$ cat src/rtl/uart_transmit.sv
// UART serializer with a one-word holding register for back-to-back frames.
// Define UART_TX_PARITY_EN to append an even-parity bit after the data bits.
module uart_transmit #(
  parameter int INPUT_CLOCK_FREQ = 100_000_000,
  parameter int BAUD_RATE        = 9600,
  parameter int WIDTH            = 16
) (
  input  logic             clk_in,
  input  logic             rst_n_in,
  input  logic [WIDTH-1:0] data_in,
  input  logic             valid_in,
  output logic             ready_out,
  output logic             tx_wire_out,
  output logic             busy_out,
  output logic             done_out
);

  localparam int P  = INPUT_CLOCK_FREQ / BAUD_RATE;
  localparam int CW = (P > 1) ? $clog2(P) : 1;
  localparam int BW = (WIDTH > 1) ? $clog2(WIDTH) : 1;

  localparam logic [CW-1:0] CNT_LAST = CW'(P - 1);
  localparam logic [BW-1:0] BIT_LAST = BW'(WIDTH - 1);

  typedef enum logic [2:0] {
    S_IDLE   = 3'd0,
    S_START  = 3'd1,
    S_DATA   = 3'd2,
    S_PARITY = 3'd3,
    S_STOP   = 3'd4
  } state_e;

  state_e           state_q, state_d;
  logic [CW-1:0]    cnt_q, cnt_d;
  logic [BW-1:0]    bit_q, bit_d;
  logic [WIDTH-1:0] shift_q, shift_d;
  logic [WIDTH-1:0] hold_q, hold_d;
  logic             hold_full_q, hold_full_d;
  logic             tx_q, tx_d;
  logic             par_q, par_d;
  logic             cnt_end;
  logic             accept;
  logic             load;
  logic             done;

  always_comb begin
    state_d     = state_q;
    cnt_d       = cnt_q;
    bit_d       = bit_q;
    shift_d     = shift_q;
    par_d       = par_q;
    load        = 1'b0;
    done        = 1'b0;
    tx_d        = 1'b1;
    cnt_end     = (cnt_q == CNT_LAST);
    accept      = valid_in && !hold_full_q;

    case (state_q)
      S_IDLE: begin
        cnt_d = '0;
        if (hold_full_q) begin
          load    = 1'b1;
          state_d = S_START;
        end
      end
      S_START: begin
        if (cnt_end) begin
          cnt_d   = '0;
          bit_d   = '0;
          state_d = S_DATA;
        end else begin
          cnt_d = cnt_q + 1'b1;
        end
      end
      S_DATA: begin
        if (cnt_end) begin
          cnt_d = '0;
          if (bit_q == BIT_LAST) begin
`ifdef UART_TX_PARITY_EN
            state_d = S_PARITY;
`else
            state_d = S_STOP;
`endif
          end else begin
            bit_d   = bit_q + 1'b1;
            shift_d = shift_q >> 1;
          end
        end else begin
          cnt_d = cnt_q + 1'b1;
        end
      end
`ifdef UART_TX_PARITY_EN
      S_PARITY: begin
        if (cnt_end) begin
          cnt_d   = '0;
          state_d = S_STOP;
        end else begin
          cnt_d = cnt_q + 1'b1;
        end
      end
`endif
      S_STOP: begin
        if (cnt_end) begin
          done  = 1'b1;
          cnt_d = '0;
          // Chain straight into the next start bit when a word is waiting.
          if (hold_full_q) begin
            load    = 1'b1;
            state_d = S_START;
          end else begin
            state_d = S_IDLE;
          end
        end else begin
          cnt_d = cnt_q + 1'b1;
        end
      end
      default: begin
        state_d = S_IDLE;
        cnt_d   = '0;
      end
    endcase

    if (load) begin
      shift_d = hold_q;
      par_d   = ^hold_q;
    end

    hold_full_d = accept | (hold_full_q & ~load);
    hold_d      = accept ? data_in : hold_q;

    // Line value is registered, so it follows the next state.
    case (state_d)
      S_IDLE:   tx_d = 1'b1;
      S_START:  tx_d = 1'b0;
      S_DATA:   tx_d = shift_d[0];
`ifdef UART_TX_PARITY_EN
      S_PARITY: tx_d = par_d;
`endif
      S_STOP:   tx_d = 1'b1;
      default:  tx_d = 1'b1;
    endcase
  end

  always_ff @(posedge clk_in or negedge rst_n_in) begin
    if (!rst_n_in) begin
      state_q     <= S_IDLE;
      cnt_q       <= '0;
      bit_q       <= '0;
      shift_q     <= '0;
      hold_q      <= '0;
      hold_full_q <= 1'b0;
      tx_q        <= 1'b1;
      par_q       <= 1'b0;
    end else begin
      state_q     <= state_d;
      cnt_q       <= cnt_d;
      bit_q       <= bit_d;
      shift_q     <= shift_d;
      hold_q      <= hold_d;
      hold_full_q <= hold_full_d;
      tx_q        <= tx_d;
      par_q       <= par_d;
    end
  end

  assign ready_out   = !hold_full_q;
  assign tx_wire_out = tx_q;
  assign busy_out    = (state_q != S_IDLE);
  assign done_out    = done;

endmodule

$ cat config.mk
export PLATFORM = sky130hd
export DESIGN_NAME = uart_transmit
export DESIGN_NICKNAME = d
export VERILOG_FILES = /design/src/rtl/uart_transmit.sv
export SDC_FILE = /design/constraint.sdc
export NUM_CORES = 1
export LEC_CHECK = 0
export CORE_MARGIN = 3
export CORE_UTILIZATION = 56
export DETAILED_ROUTE_END_ITERATION = 16
export DONT_BUFFER_PORTS = 1
export PLACE_DENSITY = 0.72
export SLEW_MARGIN = 30
export SYNTH_ARGS = -nofsm -noshare
export SYNTH_HDL_FRONTEND = slang
export SYNTH_SLANG_ARGS = --single-unit
$ cat constraint.sdc
create_clock -name clk_in -period 2.4 [get_ports clk_in]
set_clock_uncertainty 0.15 [all_clocks]
set_input_delay 0.24 -clock clk_in [delete_from_list [all_inputs] [get_ports clk_in]]
set_output_delay 0.24 -clock clk_in [all_outputs]
set_load 0.01 [all_outputs]
==> flow_metrics.tcl, run 1 <==
set metrics [dict create \
    yosysSeqAreaShare 0.546 \
    hold_path.class "input pin to asynchronous set/reset pin" \
    powerDensity_nw_per_um2 883 \
    fmax_mhz 425 \
    stdcell_count 293 \
    htreeDepth 2 \
    wl_per_cell_um 15.7 \
    syn2layout_area_growth_pct 17.5 \
    cts_num_sinks 55 \
    ant_nets 0 \
    cts_setup_buffers 0 \
    pre_cts_slack_ps 15.4 \
    ys_types 40 \
    fp.coreArea_um2 4170 \
    worstMarginPinSlew_ps 566 \
    cp-end-kind "register" \
    outcome "finished clean" \
    yosysWarnings 0 \
    grt_overflow 0 \
    drive_gt1_frac 0.206 \
    first_pass_iters 4 \
    fin_crit_sh 0.980 \
    grt_pass1_vias 1690 \
    grtUsageTotal 0.189 \
    routed_via_density 5.73 \
    start_kind "register" \
    drtIter0Drc 77 \
    layout.nets 264 \
    r2r-start "cnt_q[6]" \
    rrSetupSlack_ps 50 \
    cts_tree "built" \
    clock_latency_ps 300 \
    syn_nets 234 \
    power_leakage_uw 0.00139 \
    max-cap-violations 0 \
    cts.clk_slew.worst_paths_ps 90 \
    clk_path_buf_depth 2 \
    start_util 0.604 \
    ir_drop_uv 735 \
    routed_wl_mm 4.60 \
    grt_pass1_wl_mm 7.83 \
    ys_ff_latch 55 \
    slowest_stage "or4_4" \
    syn_area_per_cell_um2 11.8 \
    slew_headroom 0.623 \
    period_needed_ps 2350 \
    crit_end "shift_q[5]" \
    dpl.hpwl_mm 3.03 \
    die_x_um 73.1 \
    cts-root-buf "clkbuf_8" \
    criticalPathCategory "register to register" \
    max_stage_delay_ps 600 \
    antenna_found_initial 0 \
    vias 1679 \
    crit_start "cnt_q[6]" \
    cp.depth 6 \
    rows 23 \
    worstReg2RegEnd "shift_q[5]" \
    syn_inst 213 \
    portBuffers 0 \
    grt_max_degree 56 \
    required_ps 2450 \
    gp_congestion 0.766 \
    cts_buffers 5 \
    dp_cells 266 \
    hold_viol_final 0 \
    fillers 281 \
    holdWs_ps 296 \
    arrival_ps 2400 \
    synth_area_um2 2520 \
    fp.dieH_um 73.1 \
    setup_slack_ps 49.1 \
    dieArea_um2 5350 \
    fin_setup_tns_ps 0 \
    final_cell_mix "dfrtp_1, nor2_1, dlygate4sd3_1, mux2_2, a22o_1" \
    io_pins 23 \
    path_cells "or3b_4, or4_4, buf_12, nor2_8, nor2_2, a21o_1" \
    r2r_cells 6 \
    path_delay_family "simple AND/OR/NAND/NOR gates" \
    critical_path.max_fanout 14 \
    final_common_cell "dfrtp_1" \
    diodes 0 \
    setup_viol 0 \
    drc 0 \
    report.final.slew_viol_count 0 \
    critPathBufInv 1 \
]
==> power breakdown <==
part,internal [µW],switching [µW]
Sequential,1240,211
Clock,305,287
Combinational,335,235
Total,1880,732
==> flip-flops by register name (all words and copies together) (netlist names) <==
| register | count |
|---|---|
| hold_q | 16 |
| cnt_q | 14 |
| hold_full_q | 1 |
| tx_wire_out | 1 |
| shift_q | 16 |
| state_q | 3 |
| bit_q | 4 |
==> worst min path at each step <==
stage / start / to / slack (ps) / cells after the start
2_1_floorplan: rst_n_in / bit_q[0] / -210 / 0
3_3_place_gp: rst_n_in / state_q[0] / -200 / 0
3_5_place_dp: rst_n_in / state_q[0] / -200 / 0
4_1_cts: rst_n_in / cnt_q[2] / 310 / 2
5_1_grt: rst_n_in / cnt_q[1] / 320 / 2
6_report: rst_n_in / cnt_q[1] / 300 / 2
==> final cells by class <==
type	instances	area [µm²]	area share
repair buffers	31	327	0.110
multi-input cells	145	1070	0.361
well taps	50	62.6	0.0211
flip-flops and latches	55	1380	0.465
inverters	5	18.8	0.00633
clock buffers	5	68.8	0.0232
clock inverters	2	37.5	0.0127
==> synthesized netlist by cell type (all sizes together) <==
| master | count | area [µm²] |
|---|---|---|
| a311o | 1 | 10.0 |
| o22ai | 1 | 6.26 |
| nor3 | 2 | 20.0 |
| mux2 | 17 | 195 |
| xnor2 | 8 | 70.1 |
| mux2i | 1 | 10.0 |
| nand4 | 5 | 31.3 |
| nand2b | 5 | 31.3 |
| nand3 | 6 | 30.0 |
| xor2 | 7 | 61.3 |
| a21o | 14 | 105 |
| nor2 | 27 | 120 |
| and4 | 1 | 8.76 |
| or4 | 2 | 18.8 |
| nand2 | 11 | 41.3 |
| ha | 2 | 25.0 |
| a21oi | 3 | 26.3 |
| clkbuf | 1 | 3.75 |
| or2 | 1 | 6.26 |
| dfrtp | 54 | 1350 |
| o21ai | 6 | 30.0 |
| nor3b | 2 | 15.0 |
| or3 | 1 | 6.26 |
| or3b | 2 | 17.5 |
| nor2b | 1 | 6.26 |
| and3 | 2 | 12.5 |
| dfstp | 1 | 26.3 |
| inv | 5 | 18.8 |
| or4b | 1 | 10.0 |
| a22o | 15 | 131 |
| buf | 8 | 76.3 |
==> metal layers <==
| metal | up-vias | share of wire | track usage |
|---|---|---|---|
| met5 | - | 0 | 0 |
| met2 | 30 | 0.53 | 0.313 |
| li1 | 810 | - | - |
| met4 | 0 | 0.012 | 0.0512 |
| met3 | 6 | 0.032 | 0.0468 |
| met1 | 833 | 0.43 | 0.246 |
==> kinds of logic after synthesis <==
| kind of cell | Yosys count | share of synthesized area |
|---|---|---|
| compound gates | 40 | 0.123 |
| xor+xnor | 15 | 0.0521 |
| fa+ha+maj | 2 | 0.00992 |
| buf+inv | 14 | 0.0392 |
| flops | 55 | 0.546 |
| mux | 18 | 0.0813 |
| simple gates | 69 | 0.149 |
==> stage by stage <==
stage                     cell area, µm²   util  power [µW]
after floorplan                     2520      -        1850
after global placement              2620  0.628        1940
after detailed placement            2620  0.628        1990
after CTS                           2940  0.705        2640
after global routing                2960  0.710        2790
final                               2960  0.710        2620
==> worst register-to-register path, cell delays in order, from the launching register on <==
cell     delay (ps)
dfrtp_1         440
or3b_4          430
or4_4           600
buf_12          170
nor2_8          100
nor2_2          130
a21o_1          220
==> repair_timing <==
item	4_1_cts	5_1_grt
cloned	0	1
endpoints found under the hold margin	72	0
pin swaps	1	0
setup endpoints to repair	6	14
hold buffers	19	0
resized for setup	2	5
No activity file was read; power rests on OpenSTA's default activity.
==> run 2, diff against run 1 <==
--- a/config.mk
+++ b/config.mk
@@ -5,11 +5,12 @@
 export SDC_FILE = /design/constraint.sdc
 export NUM_CORES = 1
 export LEC_CHECK = 0
+export ABC_AREA = 1
 export CORE_MARGIN = 3
-export CORE_UTILIZATION = 56
+export CORE_UTILIZATION = 57
 export DETAILED_ROUTE_END_ITERATION = 16
 export DONT_BUFFER_PORTS = 1
-export PLACE_DENSITY = 0.72
+export PLACE_DENSITY = 0.73
 export SLEW_MARGIN = 30
 export SYNTH_ARGS = -nofsm -noshare
 export SYNTH_HDL_FRONTEND = slang
==> run 2 against run 1 <==
Effect of this change:
- worst setup slack improved by 230 ps
- combinational power fell by 73%
- area after synthesis rose by 10%
- non-clock buffer count fell by 11
- critical path type unchanged
- largest power group unchanged
==> flow_metrics.tcl, run 2 <==
set metrics [dict create \
    synth_simple_gate_area_share 0.350 \
    fp.coreArea_um2 4530 \
    gp_congestion 0.879 \
    setup_slack_ps 275 \
    r2r-start "cnt_q[0]" \
    cts_buffers 5 \
    cts.clk_slew.worst_paths_ps 90 \
    fin_setup_tns_ps 0 \
    period_needed_ps 2130 \
    cp-end-kind "register" \
    dieArea_um2 5750 \
    criticalPathCategory "register to register" \
    fp.dieH_um 75.8 \
    synthAdderAreaFrac 0.00900 \
    setup_viol 0 \
    portBuffers 0 \
    async_reset_ff_frac 1.00 \
    grt_pass1_vias 1967 \
    ant_nets 0 \
    yosys.area.top_type "dfrtp_1" \
    die_x_um 75.8 \
    grtUsageTotal 0.203 \
    hold_start "hold_full_q" \
    rsz0062_at_grt "false" \
    synth_top_area_share 0.486 \
    worstReg2RegEnd "bit_q[2]" \
    synth_compound_area_frac 0.0189 \
    rrSetupSlack_ps 270 \
    rows 24 \
    synth.area.mux_share 0.0648 \
    fin_crit_sh 0.886 \
    wl_per_cell_um 13.8 \
    max-cap-violations 0 \
    grt_pass1_wl_mm 8.80 \
    report.final.slew_viol_count 0 \
    ys_types 36 \
    drc 0 \
    pre_cts_slack_ps 334 \
    synth_top_family_by_area "simple AND/OR/NAND/NOR gates" \
    arrival_ps 2190 \
    htreeDepth 2 \
    cts_tree "built" \
    syn_nets 305 \
    syn_area_per_cell_um2 9.79 \
    diodes 0 \
    cts_setup_buffers 0 \
    clock_latency_ps 300 \
    slew_headroom 0.534 \
    whs_endpoint "hold_full_q" \
    synth_area_um2 2780 \
    yosys-top-cells-area "dfrtp_1, nand3_1, nand2_1, nand3_2, mux2_2" \
    clk_path_buf_depth 2 \
    outcome "finished clean" \
    grt_max_degree 56 \
    syn_inst 284 \
    drtIter0Drc 72 \
    ys_top_cells_by_count "dfrtp_1, nand2_1, nand3_1" \
    final_cell_mix "nand2_1, dfrtp_1, nand3_1, nor2_1, inv_1" \
    routed_wl_mm 5.10 \
    start_util 0.613 \
    ctsHoldBuffers 18 \
    worstMarginPinSlew_ps 698 \
    powerDensity_nw_per_um2 590 \
    yosysSeqAreaShare 0.495 \
    required_ps 2460 \
    critical_path.max_fanout 16 \
    first_pass_iters 4 \
    hold_viol_final 0 \
    synth_edf_count 0 \
    ys_ff_latch 55 \
    holdWs_ps 338 \
    cts-root-buf "clkbuf_8" \
    utilization 0.691 \
    syn2layout_area_growth_pct 12.7 \
    vias 1959 \
    layout.nets 325 \
    hold_path.class "register to register" \
    place_area_um2 2820 \
    r2r_cells 7 \
    grt_overflow 0 \
    io_pins 23 \
    routed_via_density 5.29 \
    holdPathStages 2 \
    cts_num_sinks 55 \
    drive_gt1_frac 0.210 \
    power_leakage_uw 0.00151 \
    yosysWarnings 0 \
    start_kind "register" \
    ys_dominant_reg_cell "dfrtp_1" \
    fmax_mhz 471 \
    reg_top3 "hold_q x16, shift_q x16, cnt_q x14" \
    synth_xor_area_frac 0.0126 \
    stdcell_area_um2 3130 \
    antenna_found_initial 0 \
    dpl.hpwl_mm 3.56 \
    cts_resized 0 \
    ir_drop_uv 416 \
]
-- run 2: changes by cell type after synthesis, moves of 3 or more --
cell	change
nand2_1	+43
xor2_1	-3
nand4_1	-3
xnor2_1	-8
nand2b_1	-5
inv_1	+14
a21o_1	-14
nand3_2	+18
nor3_1	+9
buf_6	-3
nand3_1	+35
a22o_1	-15
-- run 2: final cells by class --
class                           instances  area (µm²)
Fill cell                             352        1400
Sequential cell                        55        1380
Multi-Input combinational cell        201        1270
Timing Repair Buffer                   20         213
Clock buffer                            6        82.6
Tap cell                               65        81.3
Inverter                               21        78.8
Clock inverter                          2        35.0
-- run 2: cells by family after synthesis --
group                      count (synthesis)
and+or+nand+nor                          169
buffers and inverters                     28
muxes                                     16
adders and majority gates                  2
AOI/OAI and AO/OA                         10
xor gates and xnor gates                   4
DFF                                       55
-- run 2: worst max-delay path by stage --
stage	startpoint	endpoint	slack [ps]	cells past startpoint
floorplan	cnt_q[0]	shift_q[10]	710	9
global placement	cnt_q[0]	bit_q[2]	410	7
detailed placement	cnt_q[0]	bit_q[2]	330	7
CTS	cnt_q[0]	bit_q[2]	290	7
global route	bit_q[0]	bit_q[2]	100	8
finish	cnt_q[0]	bit_q[2]	270	7
-- run 2: worst max-delay path, cell delays in order, from the launching register on --
cell and delay (ps):
dfrtp_1 420, ha_1 250, nand3_4 140, nor2_8 170
nand3_2 300, inv_2 330, a21oi_1 100, nor3_1 160
-- run 2: stage by stage --
step / total power (µW) / instances
floorplan: 1180 / 284
global placement: 1190 / 344
detailed placement: 1200 / 344
CTS: 1870 / 370
global route: 1930 / 370
finish: 1850 / 370
-- run 2: layer usage --
metal  vias to the layer above  track usage  wire length, µm
met5                         -            0                0
met4                         0       0.0777               88
met3                         8       0.0409              221
met2                        43        0.340             2480
met1                       923        0.259             2310
li1                        985            -                -
-- run 2: report_power, final --
group          total (µW)  internal, µW  switching, µW
Sequential           1080          1030           51.0
Clock                 621           338            283
Combinational         151          99.7           51.8
Total                1850          1460            386
==> run 3, diff against run 2 <==
--- a/config.mk
+++ b/config.mk
@@ -10,7 +10,8 @@
 export CORE_UTILIZATION = 57
 export DETAILED_ROUTE_END_ITERATION = 16
 export DONT_BUFFER_PORTS = 1
-export PLACE_DENSITY = 0.73
+export GPL_ROUTABILITY_DRIVEN = 0
+export PLACE_DENSITY = 0.75
 export SLEW_MARGIN = 30
 export SYNTH_ARGS = -nofsm -noshare
 export SYNTH_HDL_FRONTEND = slang
==> run 3 against run 2 <==
Effect of this change:
- sequential power about the same
- clock power decreased by 20%
- wire length increased by 4.7%
- final cell count increased by 0.27%
- sequential share of layout area increased by 0.37 points
- critical path depth decreased by 2
- final area decreased by 0.84%
- worst setup slack improved by 59 ps
- non-clock buffer count increased by 1
- die area unchanged
- count of clock-buffer cells in the layout decreased by 1
==> flow_metrics.tcl, run 3 (synthesis results as in run 2) <==
set metrics [dict create \
    outcome "finished clean" \
    drc 0 \
    vias 1962 \
    report.final.slew_viol_count 0 \
    dpl.hpwl_mm 3.67 \
    path_cells "ha_1, nand3_4, nor2_8, nand2_4, nor2_1" \
    clk_path_buf_depth 2 \
    fin_setup_tns_ps 0 \
    layout.nets 326 \
    reg_top3 "hold_q x16, shift_q x16, cnt_q x14" \
    grt_max_degree 56 \
    power_leakage_uw 0.00150 \
    holdWs_ps 270 \
    rows 24 \
    grt_pass1_wl_mm 8.91 \
    antenna_found_initial 0 \
    first_pass_iters 5 \
    fillers 345 \
    start_kind "register" \
    grtUsageTotal 0.209 \
    io_pins 23 \
    ir_drop_uv 467 \
    powerDensity_nw_per_um2 556 \
    power_uw 1730 \
    fmax_mhz 484 \
    wl_per_cell_um 14.4 \
    cts_buffers 5 \
    diodes 0 \
    fp.coreArea_um2 4530 \
    arrival_ps 1680 \
    grt_overflow 0 \
    path_delay_family "simple AND/OR/NAND/NOR gates" \
    slew_headroom 0.544 \
    routed_wl_mm 5.34 \
    seqCellArea_um2 1380 \
    cp-end-kind "output port" \
    slowest_stage "dfrtp_1" \
    rsz0062_at_grt "false" \
    worstMarginPinSlew_ps 683 \
    cts-root-buf "clkbuf_8" \
    dieArea_um2 5750 \
    start_util 0.613 \
    criticalPathCategory "register to output port" \
    cts_resized 0 \
    drtIter0Drc 92 \
    portBuffers 0 \
    hold_viol_final 0 \
    cts_num_sinks 55 \
    cts.clk_slew.worst_paths_ps 90 \
    hold_path.class "input pin to asynchronous set/reset pin" \
    clock_latency_ps 310 \
    fin_crit_sh 0.861 \
    critical_path.max_fanout 7 \
    max-cap-violations 0 \
    period_needed_ps 2070 \
    htreeDepth 2 \
    cts_tree "built" \
    setup_viol 0 \
    required_ps 2010 \
    die_x_um 75.8 \
    multiInputGateArea_um2 1270 \
    final_cell_mix "nand2_1, dfrtp_1, nand3_1, nor2_1, inv_1" \
    routed_via_density 5.29 \
    syn2layout_area_growth_pct 11.8 \
    drive_gt1_frac 0.212 \
    ant_nets 0 \
    fp.dieH_um 75.8 \
    grt_pass1_vias 1937 \
    max_stage_delay_ps 420 \
    critPathBufInv 0 \
]
==> run 3: power breakdown <==
part,total [µW],internal (µW),switching (µW)
combinational,155,100,54.8
clock,494,200,294
sequential,1080,1030,53.9
==> run 3: layout make-up <==
cell class,instances,area share
Timing Repair Buffer,21,0.0709
Clock buffer,5,0.0221
Inverter,21,0.0254
Clock inverter,3,0.00483
Sequential cell,55,0.443
Multi-Input combinational cell,201,0.407
Tap cell,65,0.0262
==> run 3: final timing paths <==
path	start	to	slack [ps]	cells past startpoint
max reg2reg	cnt_q[0]	bit_q[2]	470	7
min	rst_n_in	cnt_q[5]	270	2
max in group asynchronous	rst_n_in	tx_wire_out	1530	2
max	cnt_q[0]	done_out	330	5
min reg2reg	shift_q[2]	shift_q[1]	350	2
min in group clk_in	shift_q[2]	shift_q[1]	350	2
==> run 3: stage by stage <==
step / instances / utilization / instance area (µm²) / setup slack [ps]
final: 371 / 0.685 / 3110 / 333
after global routing: 371 / 0.685 / 3110 / 274
after floorplan: 284 / - / 2780 / 714
after CTS: 371 / 0.685 / 3110 / 298
after detailed placement: 345 / 0.623 / 2830 / 463
after global placement: 345 / 0.623 / 2830 / 611
==> run 3: routing by layer <==
layer  vias to the layer above  GRT usage  wire length [µm]
met5                         -          0                 0
met4                         0     0.0757                94
met3                        10     0.0501               179
met2                        35      0.329              2610
met1                       933      0.283              2460
li1                        984          -                 -
==> run 3: repair_timing <==
item	in CTS	in global routing
buffers inserted	0	0
endpoints found under the setup margin	0	0
endpoints found under the hold margin	71	0
hold buffers	18	0
